### config.mk
export PLATFORM = sky130hd
export DESIGN_NAME = mmio_issue_sched_flat
export DESIGN_NICKNAME = d
export VERILOG_FILES = /design/src/rtl/mmio_issue_sched_if.sv /design/src/rtl/mmio_issue_sched.sv /design/src/flat_wrapper.sv
export SDC_FILE = /design/constraint.sdc
export NUM_CORES = 1
export LEC_CHECK = 0
export CORE_ASPECT_RATIO = 0.8
export CORE_UTILIZATION = 55
export DETAILED_ROUTE_END_ITERATION = 16
export GPL_TIMING_DRIVEN = 0
export HOLD_SLACK_MARGIN = 0.1
export PLACE_DENSITY = 0.87
export SLEW_MARGIN = 25
export SYNTH_ARGS = -nofsm -noshare
export SYNTH_HDL_FRONTEND = slang
export SYNTH_SLANG_ARGS = --single-unit
### constraint.sdc
create_clock -name clk -period 9.1 [get_ports clk]
set_input_delay 0.91 -clock clk [delete_from_list [all_inputs] [get_ports clk]]
set_output_delay 0.91 -clock clk [all_outputs]
set_load 0.005 [all_outputs]
### src/rtl/mmio_issue_sched_if.sv
// Uncache request/response channel between the MMIO issue scheduler and the uncache port.
interface mmio_issue_sched_if #(
    parameter int unsigned ROB_IDX_W = 8
);
    logic                 uncache_req_valid;
    logic                 uncache_req_ready;
    logic [ROB_IDX_W-1:0] uncache_req_robIdx;
    logic [1:0]           uncache_req_lane;
    logic                 uncache_resp_valid;

    // Scheduler side: issues requests, consumes ready and response.
    modport master (
        output uncache_req_valid,
        output uncache_req_robIdx,
        output uncache_req_lane,
        input  uncache_req_ready,
        input  uncache_resp_valid
    );

    // Uncache side: accepts requests, returns responses.
    modport slave (
        input  uncache_req_valid,
        input  uncache_req_robIdx,
        input  uncache_req_lane,
        output uncache_req_ready,
        output uncache_resp_valid
    );
endinterface

### src/rtl/mmio_issue_sched.sv
// Non-speculative MMIO issue scheduler: parks one MMIO uop per LSQ lane and issues
// the slot whose robIdx is at the ROB head, one access outstanding at a time.
module mmio_issue_sched #(
    parameter int unsigned ROB_IDX_W = 8
) (
    input  logic                 clk,
    input  logic                 rst,
    input  logic                 io_lsq_mmio_0,
    input  logic                 io_lsq_mmio_1,
    input  logic                 io_lsq_mmio_2,
    input  logic [ROB_IDX_W-1:0] io_lsq_uop_0_robIdx_value,
    input  logic [ROB_IDX_W-1:0] io_lsq_uop_1_robIdx_value,
    input  logic [ROB_IDX_W-1:0] io_lsq_uop_2_robIdx_value,
    output logic                 io_lsq_ready_0,
    output logic                 io_lsq_ready_1,
    output logic                 io_lsq_ready_2,
    input  logic [ROB_IDX_W-1:0] rob_head,
    input  logic                 flush_valid,
    input  logic [ROB_IDX_W-1:0] flush_robIdx,
    mmio_issue_sched_if.master   unc,
    output logic                 wb_valid,
    output logic [ROB_IDX_W-1:0] wb_robIdx,
    output logic [1:0]           wb_lane,
    output logic                 busy
);
    localparam int unsigned NUM_LANES = 3;
    localparam int unsigned LANE_W    = 2;

    typedef enum logic [1:0] {IDLE, REQ, WAIT, WB} state_t;

    state_t                 state, state_nxt;
    logic [LANE_W-1:0]      sel, sel_nxt;
    logic [NUM_LANES-1:0]   slot_valid, slot_valid_nxt;
    logic [ROB_IDX_W-1:0]   slot_idx     [NUM_LANES];
    logic [ROB_IDX_W-1:0]   slot_idx_nxt [NUM_LANES];
    logic [NUM_LANES-1:0]   mmio_in;
    logic [ROB_IDX_W-1:0]   in_idx       [NUM_LANES];
    logic [NUM_LANES-1:0]   protect, kill, cand;
    logic [ROB_IDX_W-1:0]   flush_age;
    logic                   hs;

    logic [NUM_LANES-1:0]   ready_q;
    logic                   req_valid_q;
    logic [ROB_IDX_W-1:0]   req_robidx_q;
    logic [LANE_W-1:0]      req_lane_q;

    // Distance from the ROB head; older uops have smaller age, wrap handled by modulo.
    function automatic logic [ROB_IDX_W-1:0] age(input logic [ROB_IDX_W-1:0] x,
                                                 input logic [ROB_IDX_W-1:0] head);
        return ROB_IDX_W'(x - head);
    endfunction

    assign mmio_in   = {io_lsq_mmio_2, io_lsq_mmio_1, io_lsq_mmio_0};
    assign in_idx[0] = io_lsq_uop_0_robIdx_value;
    assign in_idx[1] = io_lsq_uop_1_robIdx_value;
    assign in_idx[2] = io_lsq_uop_2_robIdx_value;

    assign io_lsq_ready_0         = ready_q[0];
    assign io_lsq_ready_1         = ready_q[1];
    assign io_lsq_ready_2         = ready_q[2];
    assign unc.uncache_req_valid  = req_valid_q;
    assign unc.uncache_req_robIdx = req_robidx_q;
    assign unc.uncache_req_lane   = req_lane_q;

    // Next-state, slot update, flush kill and head-match selection.
    always_comb begin
        state_nxt      = state;
        sel_nxt        = sel;
        slot_valid_nxt = slot_valid;
        slot_idx_nxt   = slot_idx;
        protect        = '0;
        kill           = '0;
        cand           = '0;
        flush_age      = age(flush_robIdx, rob_head);
        hs             = (state == REQ) && unc.uncache_req_ready;

        for (int i = 0; i < NUM_LANES; i++) begin
            // The in-flight slot survives flushes once the access has left the block.
            protect[i] = (sel == LANE_W'(i)) && ((state == WAIT) || (state == WB) || hs);
            kill[i]    = flush_valid && slot_valid[i] && !protect[i]
                         && (age(slot_idx[i], rob_head) >= flush_age);
            cand[i]    = slot_valid[i] && !kill[i] && (slot_idx[i] == rob_head);
        end

        case (state)
            IDLE: begin
                if (cand[0]) begin
                    sel_nxt   = 2'd0;
                    state_nxt = REQ;
                end else if (cand[1]) begin
                    sel_nxt   = 2'd1;
                    state_nxt = REQ;
                end else if (cand[2]) begin
                    sel_nxt   = 2'd2;
                    state_nxt = REQ;
                end
            end
            REQ: begin
                if (hs) begin
                    state_nxt = WAIT;
                end else if (kill[sel]) begin
                    state_nxt = IDLE;
                end
            end
            WAIT: begin
                if (unc.uncache_resp_valid) begin
                    state_nxt = WB;
                end
            end
            WB: begin
                state_nxt = IDLE;
            end
            default: begin
                state_nxt = IDLE;
            end
        endcase

        for (int i = 0; i < NUM_LANES; i++) begin
            if (kill[i] || ((state == WB) && (sel == LANE_W'(i)))) begin
                slot_valid_nxt[i] = 1'b0;
            end
            if (!slot_valid[i] && mmio_in[i]
                && !(flush_valid && (age(in_idx[i], rob_head) >= flush_age))) begin
                slot_valid_nxt[i] = 1'b1;
                slot_idx_nxt[i]   = in_idx[i];
            end
        end
    end

    // State, slots and registered outputs.
    always_ff @(posedge clk) begin
        if (rst) begin
            state        <= IDLE;
            sel          <= '0;
            slot_valid   <= '0;
            for (int i = 0; i < NUM_LANES; i++) begin
                slot_idx[i] <= '0;
            end
            ready_q      <= '1;
            req_valid_q  <= 1'b0;
            req_robidx_q <= '0;
            req_lane_q   <= '0;
            wb_valid     <= 1'b0;
            wb_robIdx    <= '0;
            wb_lane      <= '0;
            busy         <= 1'b0;
        end else begin
            state       <= state_nxt;
            sel         <= sel_nxt;
            slot_valid  <= slot_valid_nxt;
            slot_idx    <= slot_idx_nxt;
            ready_q     <= ~slot_valid_nxt;
            req_valid_q <= (state_nxt == REQ);
            wb_valid    <= (state_nxt == WB);
            busy        <= (state_nxt != IDLE);
            if ((state == IDLE) && (state_nxt == REQ)) begin
                req_robidx_q <= slot_idx[sel_nxt];
                req_lane_q   <= sel_nxt;
            end
            if ((state == WAIT) && (state_nxt == WB)) begin
                wb_robIdx <= slot_idx[sel];
                wb_lane   <= sel;
            end
        end
    end
endmodule

### src/flat_wrapper.sv
// flat-port wrapper written by rule: the top's interface ports become plain ports
module mmio_issue_sched_flat 
#(
    parameter int unsigned ROB_IDX_W = 8
)
  (clk, rst, io_lsq_mmio_0, io_lsq_mmio_1, io_lsq_mmio_2, io_lsq_uop_0_robIdx_value, io_lsq_uop_1_robIdx_value, io_lsq_uop_2_robIdx_value, io_lsq_ready_0, io_lsq_ready_1, io_lsq_ready_2, rob_head, flush_valid, flush_robIdx, wb_valid, wb_robIdx, wb_lane, busy, unc_uncache_req_valid, unc_uncache_req_robIdx, unc_uncache_req_lane, unc_uncache_req_ready, unc_uncache_resp_valid);
  mmio_issue_sched_if #(.ROB_IDX_W(ROB_IDX_W)) unc_i ();
  input  logic clk;
  input  logic rst;
  input  logic io_lsq_mmio_0;
  input  logic io_lsq_mmio_1;
  input  logic io_lsq_mmio_2;
  input  logic [ROB_IDX_W-1:0] io_lsq_uop_0_robIdx_value;
  input  logic [ROB_IDX_W-1:0] io_lsq_uop_1_robIdx_value;
  input  logic [ROB_IDX_W-1:0] io_lsq_uop_2_robIdx_value;
  output logic io_lsq_ready_0;
  output logic io_lsq_ready_1;
  output logic io_lsq_ready_2;
  input  logic [ROB_IDX_W-1:0] rob_head;
  input  logic flush_valid;
  input  logic [ROB_IDX_W-1:0] flush_robIdx;
  output logic wb_valid;
  output logic [ROB_IDX_W-1:0] wb_robIdx;
  output logic [1:0] wb_lane;
  output logic busy;
  output wire logic [$bits(unc_i.uncache_req_valid)-1:0] unc_uncache_req_valid;
  output wire logic [$bits(unc_i.uncache_req_robIdx)-1:0] unc_uncache_req_robIdx;
  output wire logic [$bits(unc_i.uncache_req_lane)-1:0] unc_uncache_req_lane;
  input wire logic [$bits(unc_i.uncache_req_ready)-1:0] unc_uncache_req_ready;
  input wire logic [$bits(unc_i.uncache_resp_valid)-1:0] unc_uncache_resp_valid;
  assign unc_uncache_req_valid = unc_i.uncache_req_valid;
  assign unc_uncache_req_robIdx = unc_i.uncache_req_robIdx;
  assign unc_uncache_req_lane = unc_i.uncache_req_lane;
  assign unc_i.uncache_req_ready = unc_uncache_req_ready;
  assign unc_i.uncache_resp_valid = unc_uncache_resp_valid;
  mmio_issue_sched #(.ROB_IDX_W(ROB_IDX_W)) u_core (.clk(clk), .rst(rst), .io_lsq_mmio_0(io_lsq_mmio_0), .io_lsq_mmio_1(io_lsq_mmio_1), .io_lsq_mmio_2(io_lsq_mmio_2), .io_lsq_uop_0_robIdx_value(io_lsq_uop_0_robIdx_value), .io_lsq_uop_1_robIdx_value(io_lsq_uop_1_robIdx_value), .io_lsq_uop_2_robIdx_value(io_lsq_uop_2_robIdx_value), .io_lsq_ready_0(io_lsq_ready_0), .io_lsq_ready_1(io_lsq_ready_1), .io_lsq_ready_2(io_lsq_ready_2), .rob_head(rob_head), .flush_valid(flush_valid), .flush_robIdx(flush_robIdx), .unc(unc_i), .wb_valid(wb_valid), .wb_robIdx(wb_robIdx), .wb_lane(wb_lane), .busy(busy));
endmodule
==> insert_results.sql, run 1 <==
INSERT INTO impl_metrics (metric_group, metric, value, unit) VALUES
('drt', 'vias', '5248', ''),
('final_layout', 'finish.cell_count_without_fillers', '867', ''),
('timing', 'fin_tns_setup', '0', 'ps'),
('setup_path', 'cpLargestDelayFamily', 'compound AO/OA/AOI/OAI gates', ''),
('place', 'io_buffer_count', '70', ''),
('power', 'p_per_area', '184', 'nW/um^2'),
('global_routing', 'globalRouteOverflowTotal', '0', ''),
('drt', 'postRouteWirelength', '16500', 'um'),
('synth', 'syn_avg_cell_area', '8.69', 'um^2'),
('floorplan', 'chipHeight', '92.3', 'um'),
('final_layout', 'post_route_cell_area', '6770', 'um^2'),
('floorplan', 'count_of_standard_cell_rows', '32', ''),
('final_layout', 'fin_nets', '867', ''),
('place', 'detailed_place_hpwl', '12900', 'um'),
('synth', 'synth.top_cells.by_area', 'sky130_fd_sc_hd__dfxtp_1 (20%), sky130_fd_sc_hd__ha_1 (19%), sky130_fd_sc_hd__mux2i_1 (7.5%)', ''),
('timing', 'min_period', '6080', 'ps'),
('synth', 'ys_warn_count', '0', ''),
('cts', 'post_cts_resize_count', '0', ''),
('cts', 'cts_tree', 'built', ''),
('global_routing', 'vias_in_the_first_global_route', '5264', ''),
('final_layout', 'num_antenna_cells', '0', ''),
('synth', 'number_of_synthesized_flops_with_an_enable_pin', '0', ''),
('setup_path', 'critPathCaptureType', 'register', ''),
('drt', 'detail_route.wl_per_cell', '19.0', 'um'),
('drt', 'dr.first_iter.drc_count', '356', ''),
('setup_path', 'worstPathArrival', '6280', 'ps'),
('setup_path', 'max_stage_delay', '770', 'ps'),
('cts', 'clock_latency', '340', 'ps'),
('min_path', 'hold-path-cell-count', '1', ''),
('min_path', 'min-delay-path-class', 'register to register', ''),
('cts', 'cts-root-buf', 'sky130_fd_sc_hd__clkbuf_16', ''),
('drt', 'vias_cell', '6.05', ''),
('synth', 'cells_after_synth', '645', ''),
('global_routing', 'antenna_found_initial', '0', ''),
('timing', 'timing.final.setup_violations', '0', ''),
('status', 'status', 'complete, no violations', ''),
('final_layout', 'area_growth_syn_to_layout', '20.7', '%'),
('timing', 'hold_viol_final', '0', ''),
('synth', 'synth_cell_types', '71', ''),
('synth', 'synth_seq_area_share', '20.4', '%'),
('synth', 'synthesis.area', '5600', 'um^2'),
('setup_path', 'slowest_stage', 'sky130_fd_sc_hd__xnor2_1', ''),
('drt', 'antenna_violating_nets_post_route', '0', ''),
('floorplan', 'die_wd', '115', 'um'),
('drt', 'route.met2.wl', '7650', 'um'),
('place', 'placed_cells_incl_taps', '851', ''),
('floorplan', 'dieArea', '10600', 'um^2'),
('timing', 'slew_headroom', '35.0', '%'),
('cts', 'total_number_of_clock_tree_sinks', '57', ''),
('floorplan', 'boundaryPins', '74', ''),
('setup_path', 'worst-path-max-fanout', '13', ''),
('timing', 'fin_worst_skew', '9.27', 'ps'),
('timing', 'worst-slew-pin-transition', '968', 'ps'),
('setup_path', 'crit_path_start_kind', 'primary input', ''),
('timing', 'report.final.slew_viol_count', '0', ''),
('power', 'worst_ir_drop_on_vdd', '0.119', 'mV'),
('drt', 'met3_wirelength', '1450', 'um'),
('global_routing', 'grt_usage', '32.4', '%'),
('timing', 'timing.final.crit_share', '66.8', '%'),
('floorplan', 'initial_core_utilization', '57.4', '%'),
('synth', 'synth_top_cell_by_area', 'sky130_fd_sc_hd__dfxtp_1', ''),
('setup_path', 'setup.worst_path.class', 'primary input to register', ''),
('final_layout', 'n_fill_cell', '824', ''),
('place', 'gpl.final_weighted_congestion', '1.00', ''),
('setup_path', 'worst_ep_required_time', '9310', 'ps'),
('drt', 'drc', '0', ''),
('synth', 'synth.net_count', '786', ''),
('drt', 'drt_first_pass_iters', '6', ''),
('global_routing', 'grt_first_pass_wirelength', '26000', 'um'),
('final_layout', 'drive_above_1_share', '6.43', '%'),
('final_layout', 'multi_input_area', '4180', 'um^2');
[final cells by class]
type,instances,area share (%)
plain buffers,20,1.72
well taps,136,2.52
inverters,45,2.50
multi-input cells,523,61.8
clock buffers,9,3.33
clock inverters,7,0.906
flip-flops and latches,57,16.9
repair buffers,70,10.4
[cells in the mapped netlist (3+ instances only)]
cell,n
sky130_fd_sc_hd__ha_1,86
sky130_fd_sc_hd__maj3_1,3
sky130_fd_sc_hd__buf_2,4
sky130_fd_sc_hd__dfxtp_1,57
sky130_fd_sc_hd__a21o_1,18
sky130_fd_sc_hd__nand3b_1,3
sky130_fd_sc_hd__fa_1,7
sky130_fd_sc_hd__nor2b_1,3
sky130_fd_sc_hd__mux2i_1,42
sky130_fd_sc_hd__a21oi_1,44
sky130_fd_sc_hd__o21a_1,14
sky130_fd_sc_hd__a2111o_1,3
sky130_fd_sc_hd__o221ai_1,3
sky130_fd_sc_hd__nor3_1,7
sky130_fd_sc_hd__nand2_1,22
sky130_fd_sc_hd__inv_1,45
sky130_fd_sc_hd__xnor2_1,19
sky130_fd_sc_hd__nor2_1,42
sky130_fd_sc_hd__o21ai_0,30
sky130_fd_sc_hd__buf_6,3
sky130_fd_sc_hd__nand2b_1,44
sky130_fd_sc_hd__o21ai_1,8
sky130_fd_sc_hd__xor2_1,29
sky130_fd_sc_hd__clkbuf_1,11
sky130_fd_sc_hd__a22oi_1,10
sky130_fd_sc_hd__and3_1,3
sky130_fd_sc_hd__nand3_1,8
sky130_fd_sc_hd__o211ai_1,4
sky130_fd_sc_hd__a211oi_1,11
sky130_fd_sc_hd__nand4_1,5
sky130_fd_sc_hd__o21bai_1,6
sky130_fd_sc_hd__and2_1,3
[per-layer routing]
layer  vias to the layer above  GRT usage [%]
met3                        50           8.53
met1                      2461           39.3
met5                         -              0
met2                       235           54.9
li1                       2502              -
met4                         0           11.6
[path summary, 6_finish.rpt]
path	endpoint	from	slack (ps)
hold / removal	u_core.unc.uncache_req_lane[1]$_SDFFE_PP0P_	u_core.unc.uncache_req_lane[1]$_SDFFE_PP0P_	470
hold reg to reg	u_core.unc.uncache_req_lane[1]$_SDFFE_PP0P_	u_core.unc.uncache_req_lane[1]$_SDFFE_PP0P_	470
setup / recovery	u_core.unc.uncache_req_robIdx[3]$_SDFFE_PP0P_	rob_head[1]	3020
setup reg to reg	u_core.unc.uncache_req_robIdx[3]$_SDFFE_PP0P_	u_core.slot_idx[9]$_SDFFE_PP0P_	4720
[power by group]
part	internal, mW	switching, mW	leakage (nW)	total [mW]
Combinational	0.275	0.324	2.31	0.599
Sequential	0.280	0.0429	0.465	0.323
Clock	0.189	0.136	0.135	0.325
[cell families after synthesis]
group | count (synthesis) | synth area share, %
muxes | 42 | 7.50
xor gates and xnor gates | 48 | 7.50
AOI/OAI and AO/OA | 177 | 21.5
DFF | 57 | 20.4
and+or+nand+nor | 158 | 15.4
adders and majority gates | 98 | 22.6
buffers and inverters | 65 | 5.09
[through the flow]
| step | power (mW) | hold WS (ps) | setup slack (ps) | util [%] |
|---|---|---|---|---|
| 2_1_floorplan | 0.738 | 465 | 4290 | - |
| 3_3_place_gp | 0.871 | 448 | 2840 | 66.3 |
| 3_5_place_dp | 0.905 | 460 | 2670 | 66.3 |
| 4_1_cts | 1.23 | 473 | 2880 | 69.2 |
| 5_1_grt | 1.32 | 504 | 2740 | 69.2 |
| 6_report | 1.25 | 468 | 3020 | 69.2 |
[state kept, by name (all words and copies together) (netlist names), 3 cells and up]
| signal | count |
|---|---|
| u_core.unc.uncache_req_robIdx | 8 |
| u_core.ready_q | 3 |
| u_core.slot_idx | 24 |
| u_core.slot_valid | 3 |
| u_core.wb_robIdx | 8 |
[layout by cell type (no fill, tap or decap), types with 22 or more instances in the layout]
master	synthesis	layout
sky130_fd_sc_hd__ha_1	86	86
sky130_fd_sc_hd__clkdlybuf4s50_1	0	70
sky130_fd_sc_hd__dfxtp_1	57	57
sky130_fd_sc_hd__inv_1	45	45
sky130_fd_sc_hd__a21oi_1	44	44
sky130_fd_sc_hd__nand2b_1	44	44
sky130_fd_sc_hd__nor2_1	42	42
sky130_fd_sc_hd__mux2i_1	42	42
sky130_fd_sc_hd__o21ai_0	30	30
sky130_fd_sc_hd__xor2_1	29	29
sky130_fd_sc_hd__nand2_1	22	22
(Power assumes the default switching activity.)
==> inputs of run 2 (changes only) <==
- CORE_UTILIZATION: 55 -> 51
- PLACE_DENSITY: 0.87 -> 0.85
- clock period: 9.1 -> 5.1 ns (I/O delays scaled with it)
==> run 2 against run 1 <==
Effect of this change: sequential share of layout area down 0.20 points; worst hold slack got worse by 2.0 ps; global-route usage fell by 3.0 points; final cell count is 0.58% higher; via count down 0.38%; wire length increased by 0.43%; total power is 81% higher; combinational power is 79% higher; die area is 7.7% higher.
==> insert_results.sql, run 2 (synthesis results as in run 1) <==
INSERT INTO impl_metrics (metric_group, metric, value, unit) VALUES
('power', 'worst_ir_drop_on_vdd', '0.198', 'mV'),
('global_routing', 'globalRouteOverflowTotal', '0', ''),
('global_routing', 'grt_usage', '29.4', '%'),
('place', 'detailed_place_hpwl', '13000', 'um'),
('timing', 'slew_headroom', '47.0', '%'),
('timing', 'hold_viol_final', '0', ''),
('cts', 'clock_latency', '340', 'ps'),
('cts', 'cts_made_buffers', '9', ''),
('global_routing', 'vias_in_the_first_global_route', '5031', ''),
('drt', 'antenna_violating_nets_post_route', '0', ''),
('drt', 'detail_route.wl_per_cell', '19.0', 'um'),
('timing', 'timing.final.setup_violations', '0', ''),
('status', 'status', 'complete, no violations', ''),
('floorplan', 'initial_core_utilization', '53.6', '%'),
('drt', 'drc', '0', ''),
('power', 'cellLeakagePower', '2.93', 'nW'),
('cts', 'cts_max_level', '3', ''),
('global_routing', 'grt_first_pass_wirelength', '25500', 'um'),
('global_routing', 'grt_start_max_net_pins', '13', ''),
('drt', 'vias_cell', '6.00', ''),
('drt', 'dr.first_iter.drc_count', '346', ''),
('flow_run', 'max_cap_viol_count', '0', ''),
('global_routing', 'antenna_found_initial', '0', ''),
('floorplan', 'coreArea', '10400', 'um^2'),
('final_layout', 'num_antenna_cells', '0', ''),
('final_layout', 'area_growth_syn_to_layout', '22.2', '%'),
('timing', 'hold-worst-slack', '466', 'ps'),
('floorplan', 'die_wd', '119', 'um'),
('floorplan', 'boundaryPins', '74', ''),
('timing', 'fin_tns_setup', '0', 'ps'),
('cts', 'total_number_of_clock_tree_sinks', '57', ''),
('min_path', 'min-delay-path-class', 'register to register', ''),
('final_layout', 'drive_above_1_share', '7.38', '%'),
('drt', 'drt_first_pass_iters', '5', ''),
('drt', 'vias', '5228', ''),
('setup_path', 'worst-path-max-fanout', '8', ''),
('timing', 'min_period', '4900', 'ps'),
('place', 'place_ws', '-1010', 'ps'),
('place', 'gpl.final_weighted_congestion', '0.968', ''),
('timing', 'worst-slew-pin-transition', '793', 'ps'),
('timing', 'worst_slack', '202', 'ps'),
('setup_path', 'setup.worst_path.class', 'primary input to register', ''),
('setup_path', 'critPathCaptureType', 'register', ''),
('timing', 'fin_worst_skew', '7.96', 'ps'),
('final_layout', 'n_fill_cell', '872', ''),
('final_layout', 'largest_register', 'u_core.slot_idx', ''),
('cts', 'ctsLongestPathBuffers', '2', ''),
('setup_path', 'worst_ep_required_time', '5360', 'ps'),
('cts', 'cts_tree', 'built', ''),
('floorplan', 'dieArea', '11400', 'um^2'),
('setup_path', 'crit_path_start_kind', 'primary input', ''),
('timing', 'maxClockFrequency', '204', 'MHz'),
('timing', 'report.final.slew_viol_count', '0', ''),
('floorplan', 'chipHeight', '95.8', 'um'),
('setup_path', 'worstPathArrival', '5160', 'ps'),
('place', 'io_buffer_count', '70', ''),
('floorplan', 'count_of_standard_cell_rows', '33', ''),
('final_layout', 'layout.cells.most_common', 'sky130_fd_sc_hd__ha_1', ''),
('timing', 'timing.final.crit_share', '96.0', '%'),
('cts', 'cts-root-buf', 'sky130_fd_sc_hd__clkbuf_16', ''),
('final_layout', 'fin_nets', '868', ''),
('cts', 'cts.clk_slew.worst_paths', '60', 'ps'),
('power', 'p_per_area', '330', 'nW/um^2'),
('drt', 'postRouteWirelength', '16500', 'um'),
('final_layout', 'largest_register_ff_count', '24', ''),
('final_layout', 'most-common-layout-cells', 'sky130_fd_sc_hd__ha_1 (86), sky130_fd_sc_hd__clkdlybuf4s50_1 (70), sky130_fd_sc_hd__dfxtp_1 (57)', '');
-- run 2: cell count changes in the layout (fill, tap and decap cells not counted), sizes merged --
cell / delta
clkinvlp: +2
inv: -3
buf: +1
bufinv: +1
-- run 2: layout make-up --
type,instances,area (um^2),area share [%]
inverter,45,173,2.52
timing repair buffer,71,708,10.3
clock inverter,7,78.8,1.15
multi-input combinational,523,4230,61.8
clock buffer,9,225,3.29
buffer,20,116,1.70
tap,140,175,2.56
sequential,57,1140,16.7
-- run 2: critical path: stages --
cell                              delay, ps
sky130_fd_sc_hd__clkdlybuf4s50_1        620
sky130_fd_sc_hd__ha_1                   340
sky130_fd_sc_hd__fa_1                   430
sky130_fd_sc_hd__nor2b_2                230
sky130_fd_sc_hd__o21ai_0                110
sky130_fd_sc_hd__nand2_1                 90
sky130_fd_sc_hd__nand2_2                180
sky130_fd_sc_hd__ha_1                   280
sky130_fd_sc_hd__or4_1                  520
sky130_fd_sc_hd__o22a_1                 180
sky130_fd_sc_hd__maj3_2                 350
sky130_fd_sc_hd__a2111o_1               400
sky130_fd_sc_hd__and3_1                 200
sky130_fd_sc_hd__a2111o_1               510
sky130_fd_sc_hd__o21ai_1                200
-- run 2: metal layers --
metal / global-route usage (%) / wire length [um] / part of all wire, % / up-vias
met4: 7.59 / 305 / 1.8 / 0
met5: 0 / 0 / 0 / -
met1: 38.3 / 7490 / 45 / 2474
met3: 6.28 / 1280 / 7.7 / 31
li1: - / - / - / 2499
met2: 49.5 / 7460 / 45 / 224
-- run 2: power breakdown --
part | internal, mW | switching, mW
logic | 0.495 | 0.574
registers | 0.499 | 0.0765
clock network | 0.382 | 0.232
-- run 2: what timing repair did --
item	in CTS	in global routing
resized for setup	3	7
hold buffers	0	0
buffers inserted	1	0
setup endpoints to repair	12	9
pin swaps	0	1
-- run 2: final timing paths --
| check | start | end | slack [ps] | cells past startpoint |
|---|---|---|---|---|
| setup reg to reg | u_core.slot_idx[2]$_SDFFE_PP0P_ | u_core.unc.uncache_req_robIdx[3]$_SDFFE_PP0P_ | 860 | 15 |
| setup / recovery | rob_head[0] | u_core.unc.uncache_req_robIdx[3]$_SDFFE_PP0P_ | 200 | 15 |
| hold reg to reg | u_core.unc.uncache_req_lane[1]$_SDFFE_PP0P_ | u_core.unc.uncache_req_lane[1]$_SDFFE_PP0P_ | 470 | 1 |
| hold / removal | u_core.unc.uncache_req_lane[1]$_SDFFE_PP0P_ | u_core.unc.uncache_req_lane[1]$_SDFFE_PP0P_ | 470 | 1 |
-- run 2: stage by stage --
stage / utilization [%] / cells / instance area [um^2] / total power, mW
floorplan: - / 645 / 5600 / 1.32
global placement: 62.0 / 855 / 6480 / 1.56
detailed placement: 62.0 / 855 / 6480 / 1.61
CTS: 65.2 / 872 / 6810 / 2.23
global route: 65.5 / 872 / 6850 / 2.40
finish: 65.5 / 872 / 6850 / 2.26
==> inputs of run 3 (changes only) <==
- GPL_TIMING_DRIVEN: 0 -> unset
==> run 3 against run 2 <==
Effect of this change: total power grew 0.32%; sequential share of layout area is 0.052 points higher; setup slack better by 180 ps; final cell count is the same; critical path depth increased by 3; largest cell class unchanged; clock skew is essentially flat; final area decreased by 0.31%; flip-flop and latch count did not move; maximum frequency increased by 3.8%; core utilization decreased by 0.20 points.
==> insert_results.sql, run 3 (synthesis results as in run 1) <==
INSERT INTO impl_metrics (metric_group, metric, value, unit) VALUES
('setup_path', 'setup.worst_path.class', 'primary input to register', ''),
('cts', 'cts_post_setup_buffers_inserted', '0', ''),
('final_layout', 'area_growth_syn_to_layout', '21.8', '%'),
('power', 'comb_power_share', '48.4', '%'),
('cts', 'cts_made_buffers', '9', ''),
('final_layout', 'largest_register', 'u_core.slot_idx', ''),
('power', 'power_frac_seq', '25.8', '%'),
('setup_path', 'worst-path-max-fanout', '8', ''),
('drt', 'antenna_violating_nets_post_route', '0', ''),
('final_layout', 'n_fill_cell', '879', ''),
('cts', 'postCtsHoldBufs', '0', ''),
('timing', 'slew_headroom', '45.2', '%'),
('setup_path', 'crit_path_start_kind', 'primary input', ''),
('global_routing', 'met1_usage', '38.6', '%'),
('floorplan', 'boundaryPins', '74', ''),
('timing', 'setup_repair_after_global_routing_missed_its_margin', 'false', ''),
('cts', 'post_cts_resize_count', '0', ''),
('flow_run', 'max_cap_viol_count', '0', ''),
('drt', 'vias_cell', '6.04', ''),
('timing', 'timing.final.setup_violations', '0', ''),
('global_routing', 'vias_in_the_first_global_route', '5151', ''),
('final_layout', 'drive_above_1_share', '8.06', '%'),
('status', 'status', 'complete, no violations', ''),
('setup_path', 'critical_path.cell_chain', 'clkdlybuf4s50_1, inv_1, ha_1, nor2b_1, o21ai_0, a21oi_1, o21ai_0, nand2b_1, xnor2_2, ha_1, or4_1, o22a_1, maj3_2, a21oi_2, a31o_1, nand2_1, a2111o_1, o21ai_1', ''),
('setup_path', 'slowest_stage', 'sky130_fd_sc_hd__a2111o_1', ''),
('floorplan', 'count_of_standard_cell_rows', '33', ''),
('timing', 'worst-slew-pin-transition', '821', 'ps'),
('cts', 'clock_latency', '330', 'ps'),
('timing', 'report.final.slew_viol_count', '0', ''),
('place', 'place_ws', '-102', 'ps'),
('place', 'io_buffer_count', '73', ''),
('power', 'p_sw', '0.917', 'mW'),
('setup_path', 'critPathCaptureType', 'register', ''),
('global_routing', 'globalRouteOverflowTotal', '0', ''),
('power', 'power.clock.fraction', '25.8', '%'),
('global_routing', 'grt_usage', '29.4', '%'),
('power', 'cellLeakagePower', '2.95', 'nW'),
('final_layout', 'most-common-layout-cells', 'sky130_fd_sc_hd__ha_1 (86), sky130_fd_sc_hd__clkdlybuf4s50_1 (72), sky130_fd_sc_hd__dfxtp_1 (57)', ''),
('drt', 'drt_first_pass_iters', '5', ''),
('drt', 'detail_route.wl_per_cell', '18.9', 'um'),
('timing', 'fin_tns_setup', '0', 'ps'),
('floorplan', 'coreArea', '10400', 'um^2'),
('power', 'cell_internal_pwr', '1.35', 'mW'),
('final_layout', 'num_antenna_cells', '0', ''),
('cts', 'cts_max_level', '3', ''),
('global_routing', 'antenna_found_initial', '0', ''),
('final_layout', 'layout.cells.most_common', 'sky130_fd_sc_hd__ha_1', ''),
('cts', 'cts-root-buf', 'sky130_fd_sc_hd__clkbuf_16', ''),
('drt', 'dr.first_iter.drc_count', '305', ''),
('drt', 'vias', '5266', ''),
('global_routing', 'grt_start_max_net_pins', '35', ''),
('place', 'detailed_place_hpwl', '13500', 'um'),
('global_routing', 'grt-busiest-layer', 'met2', ''),
('timing', 'maxClockFrequency', '212', 'MHz'),
('timing', 'min_period', '4720', 'ps'),
('cts', 'cts.clk_slew.worst_paths', '60', 'ps'),
('setup_path', 'max_stage_delay', '570', 'ps'),
('final_layout', 'fin_nets', '868', ''),
('power', 'swShare', '40.5', '%'),
('setup_path', 'cpLargestDelayFamily', 'compound AO/OA/AOI/OAI gates', ''),
('min_path', 'min-delay-path-class', 'register to register', ''),
('setup_path', 'worst_ep_required_time', '5360', 'ps'),
('global_routing', 'met3_usage', '3.67', '%'),
('timing', 'hold_viol_final', '0', ''),
('timing', 'fin_worst_skew', '8.21', 'ps'),
('drt', 'postRouteWirelength', '16500', 'um'),
('drt', 'drc', '0', ''),
('floorplan', 'dieArea', '11400', 'um^2'),
('setup_path', 'critPathBufInv', '2', ''),
('final_layout', 'seqCellArea', '1140', 'um^2'),
('cts', 'ctsLongestPathBuffers', '2', ''),
('global_routing', 'global_route.usage.met2', '50.1', '%'),
('cts', 'total_number_of_clock_tree_sinks', '57', ''),
('power', 'p_per_area', '332', 'nW/um^2'),
('timing', 'worst_slack', '380', 'ps'),
('floorplan', 'die_wd', '119', 'um'),
('final_layout', 'largest_register_ff_count', '24', ''),
('cts', 'cts_tree', 'built', ''),
('power', 'worst_ir_drop_on_vdd', '0.175', 'mV'),
('floorplan', 'initial_core_utilization', '53.6', '%'),
('timing', 'timing.final.crit_share', '92.5', '%'),
('place', 'gpl.final_weighted_congestion', '0.973', ''),
('final_layout', 'multi_input_area', '4190', 'um^2'),
('setup_path', 'worstPathArrival', '4980', 'ps'),
('floorplan', 'chipHeight', '95.8', 'um'),
('global_routing', 'grt_first_pass_wirelength', '25700', 'um');
==> run 3: cell count changes in the layout (fill, tap and decap cells not counted), moves of 2 or more <==
cell	delta
sky130_fd_sc_hd__buf_4	+16
sky130_fd_sc_hd__buf_2	-3
sky130_fd_sc_hd__clkbuf_1	-11
sky130_fd_sc_hd__buf_6	-3
sky130_fd_sc_hd__clkdlybuf4s50_1	+2
sky130_fd_sc_hd__clkinvlp_4	-2
==> run 3: layer usage <==
metal / vias up / wire [um]
li1: 2501 / -
met1: 2495 / 7320
met2: 222 / 7390
met3: 48 / 1280
met4: 0 / 466
met5: - / 0
==> run 3: final timing paths <==
| path | startpoint | endpoint | slack [ps] | depth (start not counted) |
|---|---|---|---|---|
| worst min-delay path | u_core.unc.uncache_req_lane[1]$_SDFFE_PP0P_ | u_core.unc.uncache_req_lane[1]$_SDFFE_PP0P_ | 490 | 1 |
| worst max-delay path | rob_head[1] | u_core.unc.uncache_req_robIdx[1]$_SDFFE_PP0P_ | 380 | 18 |
| worst max register to register | u_core.slot_idx[17]$_SDFFE_PP0P_ | u_core.unc.uncache_req_robIdx[1]$_SDFFE_PP0P_ | 900 | 15 |
| worst min register to register | u_core.unc.uncache_req_lane[1]$_SDFFE_PP0P_ | u_core.unc.uncache_req_lane[1]$_SDFFE_PP0P_ | 490 | 1 |
==> run 3: power by group through the flow <==
| stage | Clock, mW | Sequential (mW) | Combinational (mW) |
|---|---|---|---|
| after floorplan | 0 | 0.549 | 0.768 |
| after global placement | 0 | 0.589 | 1.02 |
| after detailed placement | 0 | 0.590 | 1.07 |
| after CTS | 0.586 | 0.581 | 1.08 |
| after global routing | 0.608 | 0.586 | 1.21 |
| final | 0.585 | 0.584 | 1.10 |
==> run 3: final cells by class <==
type                       count  share of cell area, %
clock inverter                 7                  0.898
timing repair buffer          91                   12.6
tap                          140                   2.57
inverter                      45                   2.48
multi-input combinational    523                   61.4
clock buffer                   9                   3.30
sequential                    57                   16.7
==> run 3: metrics by stage <==
| stage | area (um^2) | hold slack [ps] | power [mW] | util (%) | std cells |
|---|---|---|---|---|---|
| floorplan | 5600 | 465 | 1.32 | - | 645 |
| global placement | 6530 | 450 | 1.61 | 62.5 | 856 |
| detailed placement | 6530 | 456 | 1.66 | 62.5 | 856 |
| CTS | 6820 | 492 | 2.25 | 65.3 | 872 |
| global route | 6820 | 513 | 2.40 | 65.3 | 872 |
| finish | 6820 | 490 | 2.27 | 65.3 | 872 |
